[src/rtl/nn_pkg.sv]
// Shared definitions for the layer controllers: sequencer state encoding and
// a width helper that never returns zero.
package nn_pkg;

  typedef enum logic [2:0] {
    ST_IDLE  = 3'd0,
    ST_CLEAR = 3'd1,
    ST_PRIME = 3'd2,
    ST_ACCUM = 3'd3,
    ST_FLUSH = 3'd4,
    ST_EMIT  = 3'd5,
    ST_DONE  = 3'd6
  } seq_state_t;

  function automatic int clog2_min1(input int n);
    return (n <= 2) ? 1 : $clog2(n);
  endfunction

endpackage

[src/rtl/layer_sequencer.sv]
// Runs one fully-connected layer on an external MAC: per neuron it clears the
// MAC, streams input/weight pairs from sync-read memories, flushes, and emits.
module layer_sequencer
  import nn_pkg::*;
#(
  parameter int WIDTH     = 8,
  parameter int N_INPUTS  = 3,
  parameter int N_NEURONS = 4,
  localparam int IA_W = clog2_min1(N_INPUTS),
  localparam int WA_W = clog2_min1(N_INPUTS * N_NEURONS),
  localparam int NI_W = clog2_min1(N_NEURONS)
) (
  input  logic             clk,
  input  logic             reset,
  input  logic             start,
  output logic             busy,
  output logic             done,
  output logic [IA_W-1:0]  in_addr,
  input  logic [WIDTH-1:0] in_data,
  output logic [WA_W-1:0]  w_addr,
  input  logic [WIDTH-1:0] w_data,
  output logic             mac_reset,
  output logic             mac_en,
  output logic [WIDTH-1:0] mac_a,
  output logic [WIDTH-1:0] mac_b,
  input  logic [WIDTH-1:0] mac_out,
  output logic             res_valid,
  input  logic             res_ready,
  output logic [WIDTH-1:0] res_data,
  output logic [NI_W-1:0]  res_idx
);

  localparam logic [WA_W-1:0] W_STEP    = WA_W'(N_INPUTS);
  localparam logic [IA_W-1:0] LAST_IN   = IA_W'(N_INPUTS - 1);
  localparam logic [NI_W-1:0] LAST_NEUR = NI_W'(N_NEURONS - 1);

  seq_state_t       state_q;
  logic [NI_W-1:0]  neuron_q;
  logic [IA_W-1:0]  cnt_q;
  logic [IA_W-1:0]  in_addr_q;
  logic [WA_W-1:0]  w_addr_q;
  logic [WA_W-1:0]  base_q;
  logic             mac_reset_q;
  logic             mac_en_q;
  logic [WIDTH-1:0] mac_a_q;
  logic [WIDTH-1:0] mac_b_q;
  logic             done_q;

  // Outputs are computed for the state being entered, so every strobe is a flop.
  always_ff @(posedge clk or posedge reset) begin
    if (reset) begin
      state_q     <= ST_IDLE;
      neuron_q    <= '0;
      cnt_q       <= '0;
      in_addr_q   <= '0;
      w_addr_q    <= '0;
      base_q      <= '0;
      mac_reset_q <= 1'b0;
      mac_en_q    <= 1'b0;
      mac_a_q     <= '0;
      mac_b_q     <= '0;
      done_q      <= 1'b0;
    end else begin
      mac_reset_q <= 1'b0;
      mac_en_q    <= 1'b0;
      mac_a_q     <= '0;
      mac_b_q     <= '0;
      done_q      <= 1'b0;
      case (state_q)
        ST_IDLE: begin
          if (start) begin
            state_q     <= ST_CLEAR;
            neuron_q    <= '0;
            base_q      <= '0;
            in_addr_q   <= '0;
            w_addr_q    <= '0;
            mac_reset_q <= 1'b1;
          end
        end
        ST_CLEAR: begin
          state_q   <= ST_PRIME;
          cnt_q     <= '0;
          in_addr_q <= IA_W'(1);
          w_addr_q  <= base_q + WA_W'(1);
        end
        ST_PRIME: begin
          // Data for i=0 is on the memory outputs now; capture it as the first operand pair.
          state_q   <= ST_ACCUM;
          mac_en_q  <= 1'b1;
          mac_a_q   <= in_data;
          mac_b_q   <= w_data;
          in_addr_q <= in_addr_q + IA_W'(1);
          w_addr_q  <= w_addr_q + WA_W'(1);
        end
        ST_ACCUM: begin
          mac_en_q <= 1'b1;
          if (cnt_q == LAST_IN) begin
            state_q <= ST_FLUSH;
          end else begin
            cnt_q     <= cnt_q + IA_W'(1);
            mac_a_q   <= in_data;
            mac_b_q   <= w_data;
            in_addr_q <= in_addr_q + IA_W'(1);
            w_addr_q  <= w_addr_q + WA_W'(1);
          end
        end
        ST_FLUSH: begin
          state_q <= ST_EMIT;
        end
        ST_EMIT: begin
          if (res_ready) begin
            if (neuron_q == LAST_NEUR) begin
              state_q <= ST_DONE;
              done_q  <= 1'b1;
            end else begin
              state_q     <= ST_CLEAR;
              neuron_q    <= neuron_q + NI_W'(1);
              base_q      <= base_q + W_STEP;
              in_addr_q   <= '0;
              w_addr_q    <= base_q + W_STEP;
              mac_reset_q <= 1'b1;
            end
          end
        end
        ST_DONE: begin
          state_q <= ST_IDLE;
        end
        default: begin
          state_q <= ST_IDLE;
        end
      endcase
    end
  end

  assign busy      = (state_q != ST_IDLE);
  assign done      = done_q;
  assign in_addr   = in_addr_q;
  assign w_addr    = w_addr_q;
  assign mac_reset = mac_reset_q;
  assign mac_en    = mac_en_q;
  assign mac_a     = mac_a_q;
  assign mac_b     = mac_b_q;
  assign res_valid = (state_q == ST_EMIT);
  // The MAC output register only settles after the flush edge, so it is passed through rather than captured.
  assign res_data  = (state_q == ST_EMIT) ? mac_out : '0;
  assign res_idx   = neuron_q;

endmodule

[config.mk]
export PLATFORM = sky130hd
export DESIGN_NAME = layer_sequencer
export DESIGN_NICKNAME = d
export VERILOG_FILES = /design/src/rtl/nn_pkg.sv /design/src/rtl/layer_sequencer.sv
export SDC_FILE = /design/constraint.sdc
export NUM_CORES = 1
export LEC_CHECK = 0
export CORE_ASPECT_RATIO = 1.1
export CORE_MARGIN = 1
export CORE_UTILIZATION = 41
export DETAILED_ROUTE_END_ITERATION = 10
export PLACE_DENSITY = 0.75
export SYNTH_ARGS = -nofsm -noshare
export SYNTH_HDL_FRONTEND = slang
export SYNTH_SLANG_ARGS = --single-unit
[constraint.sdc]
create_clock -name clk -period 4.4 [get_ports clk]
set_clock_uncertainty 0.05 [all_clocks]
set_input_delay 1.32 -clock clk [delete_from_list [all_inputs] [get_ports clk]]
set_output_delay 1.32 -clock clk [all_outputs]
set_load 0.02 [all_outputs]
==> flow_summary.yaml, run 1 <==
synthesis:
  yosysWarnings: 0
  synthCells: 163
  synth_fp_nets: 195
  synth.avg_cell_area_um2: 10.6
  yosysSeqAreaShare_pct: 52.0
  synth-seq-cells: 36
  syn-cell-area_um2: 1730
  synth_cell_type_count: 41
power_and_ir_drop:
  swShare_pct: 39.2
  ir_drop_mv: 0.406
  leakagePower_nw: 1.13
  switchingPower_w: 0.000674
  p_int_w: 0.00105
  clkPwrFrac_pct: 16.8
  comb_power_share_pct: 49.9
  cellPowerDensity_nw_per_um2: 687
  pwr-share-seq_pct: 33.3
setup_path:
  end_kind: "output pin"
  crit_path_top_delay_cell: "clkdlybuf4s50_1"
  crit_fanout: 1
  cp.buffers_inverters: 2
  cp-start-kind: "input pin"
  slowest_delay_ns: 0.60
  crit_path_frequent_cell: "clkdlybuf4s50_1"
  crit_family: "buffers and inverters"
  path_class: "input pin to output pin"
  crit_chain: "clkdlybuf4s50_1 -> and3_1 -> clkdlybuf4s50_1"
  required_ns: 3.03
  arrival_ns: 2.53
cells_and_area:
  drive_gt1_share_pct: 6.11
  seqCellArea_um2: 901
  nFillCells: 334
  final_net_count: 260
  final_common_cell: "clkdlybuf4s50_1"
  final_area_um2: 2500
  final_cell_mix: "64 x clkdlybuf4s50_1, 36 x dfrtp_1, 15 x and2_1, 12 x nand2_1, 10 x inv_1"
  area_growth_pct: 44.7
  multiInputGateArea_um2: 738
  antenna_cells: 0
clocking:
  clk_path_buf_depth: 2
  holdBufCountCts: 0
  cts_root_buf: "clkbuf_8"
  cts_tree: "done"
  cts_buffers: 5
  clock-sinks: 36
  ctsResizeCount: 0
  htreeDepth: 2
  post_cts_buffers: 0
  clkTransAtPathRegs_ns: 0.07
  insertion_delay_ns: 0.29
sta:
  tightest_slew_ns: 0.679
  slew_viol_final: 0
  fin_crit_sh_pct: 88.6
  rsz0062_at_grt: "no"
  fin_crit_ns: 3.90
  hold_viol: 0
  relSlewSlack_pct: 54.7
  setup_viol: 0
  fmax_mhz: 256
  setup_tns_ns: 0
global_route:
  grt_max_degree: 37
  met3_usage_pct: 5.23
  overflow: 0
  grt_pass1_wl_mm: 6.21
  grtUsageMet2_pct: 29.4
  grt_pass1_vias: 1323
  grtUsageMet1_pct: 22.7
  grt_busiest_layer: "met2"
  antenna_found_initial: 0
  grt.total_usage_pct: 18.2
detailed_routing:
  drt_iter0_markers: 57
  ant_nets: 0
  dr_total_vias: 1389
  dr.pass1.iters: 4
  wl_per_cell_um: 13.4
  wirelength_mm: 3.76
  drc: 0
  viasPerCell: 4.94
floorplan:
  core-area_um2: 3990
  fp.dieH_um: 70.2
  start_util_pct: 43.4
  rows: 24
  top_level_ports: 65
  die_x_um: 64.0
  fp.dieArea_um2: 4490
flow_run:
  cap_violations: 0
placement:
  place.detailed.hpwl_mm: 2.69
  io_buffers: 64
  postPlaceCellArea_um2: 2390
  gp_congestion: 0.821
status:
  run_status: "finished, final reports clean"
worst_hold_path:
  hold_path_class: "register to register"
-- metal layers --
layer,up-vias,routed length (µm)
li1,689,-
met1,661,1680
met2,37,1890
met3,2,160
met4,0,32
met5,-,0
-- power groups by stage --
| stage | Combinational, W | Sequential [W] | Clock, W |
|---|---|---|---|
| after CTS | 0.000867 | 0.000574 | 0.000296 |
| after global routing | 0.000930 | 0.000593 | 0.000312 |
| after detailed placement | 0.000856 | 0.000579 | 0 |
| after global placement | 0.000848 | 0.000577 | 0 |
| final | 0.000858 | 0.000573 | 0.000290 |
| after floorplan | 0.000474 | 0.000657 | 0 |
-- kinds of logic after synthesis --
| group | share of synthesized area, % |
|---|---|
| simple gates | 19.1 |
| compound gates | 15.8 |
| flops | 52.0 |
| buf+inv | 5.35 |
| xor+xnor | 2.53 |
| mux | 2.38 |
| fa+ha+maj | 2.89 |
-- layout make-up --
| type | count | area share (%) |
|---|---|---|
| tap | 52 | 2.60 |
| multi-input combinational | 109 | 29.5 |
| inverter | 11 | 1.65 |
| sequential | 36 | 36.0 |
| clock inverter | 3 | 1.70 |
| timing repair buffer | 65 | 25.9 |
| clock buffer | 5 | 2.75 |
-- through the flow --
stage               setup slack (ns)  std cells  util (%)  hold WS [ns]  total power [W]
floorplan                       1.46        163         -         0.421          0.00113
global placement               0.523        273      59.9         0.443          0.00142
detailed placement             0.488        273      59.9         0.442          0.00144
CTS                            0.485        281      62.7         0.467          0.00174
global route                   0.432        281      62.7         0.486          0.00183
finish                         0.501        281      62.7         0.458          0.00172
-- cells in the mapped netlist (all sizes together) --
cell	count	share of area, %
a211o	1	0.51
a21o	3	1.3
a21oi	7	2.2
a221o	1	0.58
a22o	2	1.0
a31oi	1	0.36
a32o	1	0.58
a32oi	1	1.6
a41oi	1	0.51
and2	15	5.4
and3	9	3.3
buf	5	2.5
clkbuf	2	0.43
dfrtp	36	52
ha	4	2.9
inv	11	2.4
mux2	1	0.65
mux2i	3	1.7
nand2	12	2.6
nand2b	6	2.2
nand3	2	0.58
nand3b	1	0.43
nand4b	1	0.51
nor2	7	1.5
nor2b	1	0.36
nor3	2	0.58
o21ai	9	3.0
o221ai	1	0.51
o22a	2	1.0
o22ai	3	1.1
o2bb2ai	2	1.0
o31ai	1	0.43
or2b	1	0.43
or3	2	0.72
or3b	1	0.51
xnor2	2	1.0
xor2	3	1.5
-- sequential cells by signal, summed over array words and instances (netlist names) --
name	count
done	1
in_addr	2
w_addr	4
mac_b	8
res_idx	2
cnt_q	2
mac_reset	1
mac_en	1
base_q	4
state_q	3
mac_a	8
-- worst paths after layout --
path | startpoint | end | slack, ns | cells after the start
worst min-delay path | in_addr[1] | in_addr[1] | 0.46 | 1
worst max register to register | state_q[2] | w_addr[1] | 1.83 | 8
max in group asynchronous | reset | mac_a[2] | 2.60 | 3
worst min register to register | in_addr[1] | in_addr[1] | 0.46 | 1
min in group asynchronous | reset | state_q[2] | 1.37 | 3
worst max-delay path | mac_out[1] | res_data[1] | 0.50 | 3
No activity file was read; power rests on OpenSTA's default activity.
==> run 2: changes to the inputs <==
--- a/config.mk
+++ b/config.mk
@@ -7,9 +7,11 @@
 export LEC_CHECK = 0
 export CORE_ASPECT_RATIO = 1.1
 export CORE_MARGIN = 1
-export CORE_UTILIZATION = 41
+export CORE_UTILIZATION = 47
 export DETAILED_ROUTE_END_ITERATION = 10
-export PLACE_DENSITY = 0.75
+export GPL_ROUTABILITY_DRIVEN = 0
+export MAX_ROUTING_LAYER = met4
+export PLACE_DENSITY = 0.84
 export SYNTH_ARGS = -nofsm -noshare
 export SYNTH_HDL_FRONTEND = slang
 export SYNTH_SLANG_ARGS = --single-unit
==> run 2 against run 1 <==
Effect of this change: die area down 12%; via count up 7.6%; global-route usage up 5.3 points; utilization up 9.5 points; non-clock buffer count unchanged; sequential power about the same; first-iteration DRC count up 14%; critical path type unchanged; final cell count down 1.4%; critical path depth unchanged; clock-buffer cell count up 1; combinational power up 1%; power down 3.0%.
==> flow_summary.yaml, run 2 (synthesis gave the netlist of run 1 again) <==
power_and_ir_drop:
  leakagePower_nw: 1.11
  swShare_pct: 40.2
  ir_drop_mv: 0.371
  comb_power_share_pct: 52.0
  pwr-share-seq_pct: 34.4
  cellPowerDensity_nw_per_um2: 677
  switchingPower_w: 0.000671
  clkPwrFrac_pct: 13.6
  finalPower_w: 0.00167
  p_int_w: 0.000998
cells_and_area:
  final_common_cell: "clkdlybuf4s50_1"
  final_core_util_pct: 72.2
  final_cell_mix: "64 x clkdlybuf4s50_1, 36 x dfrtp_1, 15 x and2_1, 12 x nand2_1, 10 x inv_1"
  area_growth_pct: 42.3
  antenna_cells: 0
  fin_cells: 277
  drive_gt1_share_pct: 5.68
  final_net_count: 260
clocking:
  htreeDepth: 2
  clkTransAtPathRegs_ns: 0.10
  cts_buffers: 5
  insertion_delay_ns: 0.34
  clk_path_buf_depth: 2
  post_cts_buffers: 0
  cts_tree: "done"
  clock-sinks: 36
  holdBufCountCts: 0
  cts_root_buf: "clkbuf_4"
  ctsResizeCount: 0
floorplan:
  die_x_um: 59.9
  start_util_pct: 50.7
  core-area_um2: 3410
  fp.dieH_um: 65.7
  rows: 22
  top_level_ports: 65
  fp.dieArea_um2: 3930
setup_path:
  crit_family: "buffers and inverters"
  r2r-start: "state_q[2]"
  end_kind: "output pin"
  rr_endpoint: "w_addr[1]"
  crit_chain: "clkdlybuf4s50_1 -> and3_1 -> clkdlybuf4s50_1"
  required_ns: 3.03
  crit_path_frequent_cell: "clkdlybuf4s50_1"
  path_class: "input pin to output pin"
  cp.buffers_inverters: 2
  crit_path_top_delay_cell: "clkdlybuf4s50_1"
  cp-start-kind: "input pin"
  regToRegSetupSlack_ns: 1.82
  crit_fanout: 1
  slowest_delay_ns: 0.60
  arrival_ns: 2.54
  worst-r2r-cell-count: 8
detailed_routing:
  drc: 0
  drt_iter0_markers: 65
  wl_per_cell_um: 14.7
  viasPerCell: 5.40
  ant_nets: 0
  wirelength_mm: 4.08
  dr.pass1.iters: 4
  dr_total_vias: 1495
flow_run:
  cap_violations: 0
global_route:
  grt.total_usage_pct: 23.6
  grt_pass1_wl_mm: 6.56
  grt_max_degree: 37
  antenna_found_initial: 0
  grt_pass1_vias: 1502
  overflow: 0
worst_hold_path:
  holdPathEnd: "in_addr[1]"
  hold_depth: 1
  worstHoldStart: "in_addr[1]"
  hold_path_class: "register to register"
status:
  run_status: "finished, final reports clean"
placement:
  dp_cells: 269
  io_buffers: 64
  place.detailed.hpwl_mm: 3.06
sta:
  setup_tns_ns: 0
  fin_crit_ns: 3.91
  rsz0062_at_grt: "no"
  tightest_slew_ns: 0.659
  relSlewSlack_pct: 56.0
  fmax_mhz: 256
  hold_viol: 0
  fin_crit_sh_pct: 88.9
  setup_viol: 0
  slew_viol_final: 0
## run 2: cell count changes in the layout (fill, tap and decap cells not counted)
cell / before / now
clkbuf_1: 0 / 1
clkinvlp_4: 1 / 0
clkbuf_8: 5 / 0
clkbuf_4: 0 / 5
## run 2: power groups by stage
stage | sequential [W] | combinational [W] | clock [W]
after global routing | 0.000592 | 0.000944 | 0.000242
after detailed placement | 0.000580 | 0.000859 | 0
final | 0.000574 | 0.000867 | 0.000227
after global placement | 0.000570 | 0.000829 | 0
after CTS | 0.000574 | 0.000869 | 0.000230
after floorplan | 0.000657 | 0.000474 | 0
## run 2: per-layer routing
metal,GRT usage (%),part of all wire (%),vias up
li1,-,-,696
met1,25.4,38,715
met2,39.4,52,71
met3,7.09,7.3,13
met4,10.5,2.7,0
met5,-,0,-
## run 2: stage by stage
step | hold slack, ns | area (µm²) | setup slack, ns
floorplan | 0.421 | 1730 | 1.46
finish | 0.463 | 2460 | 0.487
CTS | 0.469 | 2460 | 0.474
global placement | 0.439 | 2390 | 0.505
global route | 0.510 | 2460 | 0.417
detailed placement | 0.440 | 2390 | 0.480
## run 2: area by class of cell
cell class              instances  area, µm²
multi-input cells             109        738
inverters                      11       41.3
clock inverters                 2       35.0
clock buffers                   6       41.3
repair buffers                 65        648
well taps                      48       60.1
fillers                       279        948
flip-flops and latches         36        901
## run 2: worst max-delay path by stage
stage / from / end / slack (ns) / cells past startpoint
CTS: mac_out[4] / res_data[4] / 0.47 / 3
detailed placement: mac_out[4] / res_data[4] / 0.48 / 3
finish: mac_out[4] / res_data[4] / 0.49 / 3
floorplan: mac_out[0] / res_data[0] / 1.46 / 1
global route: state_q[0] / res_valid / 0.42 / 4
global placement: mac_out[5] / res_data[5] / 0.51 / 3
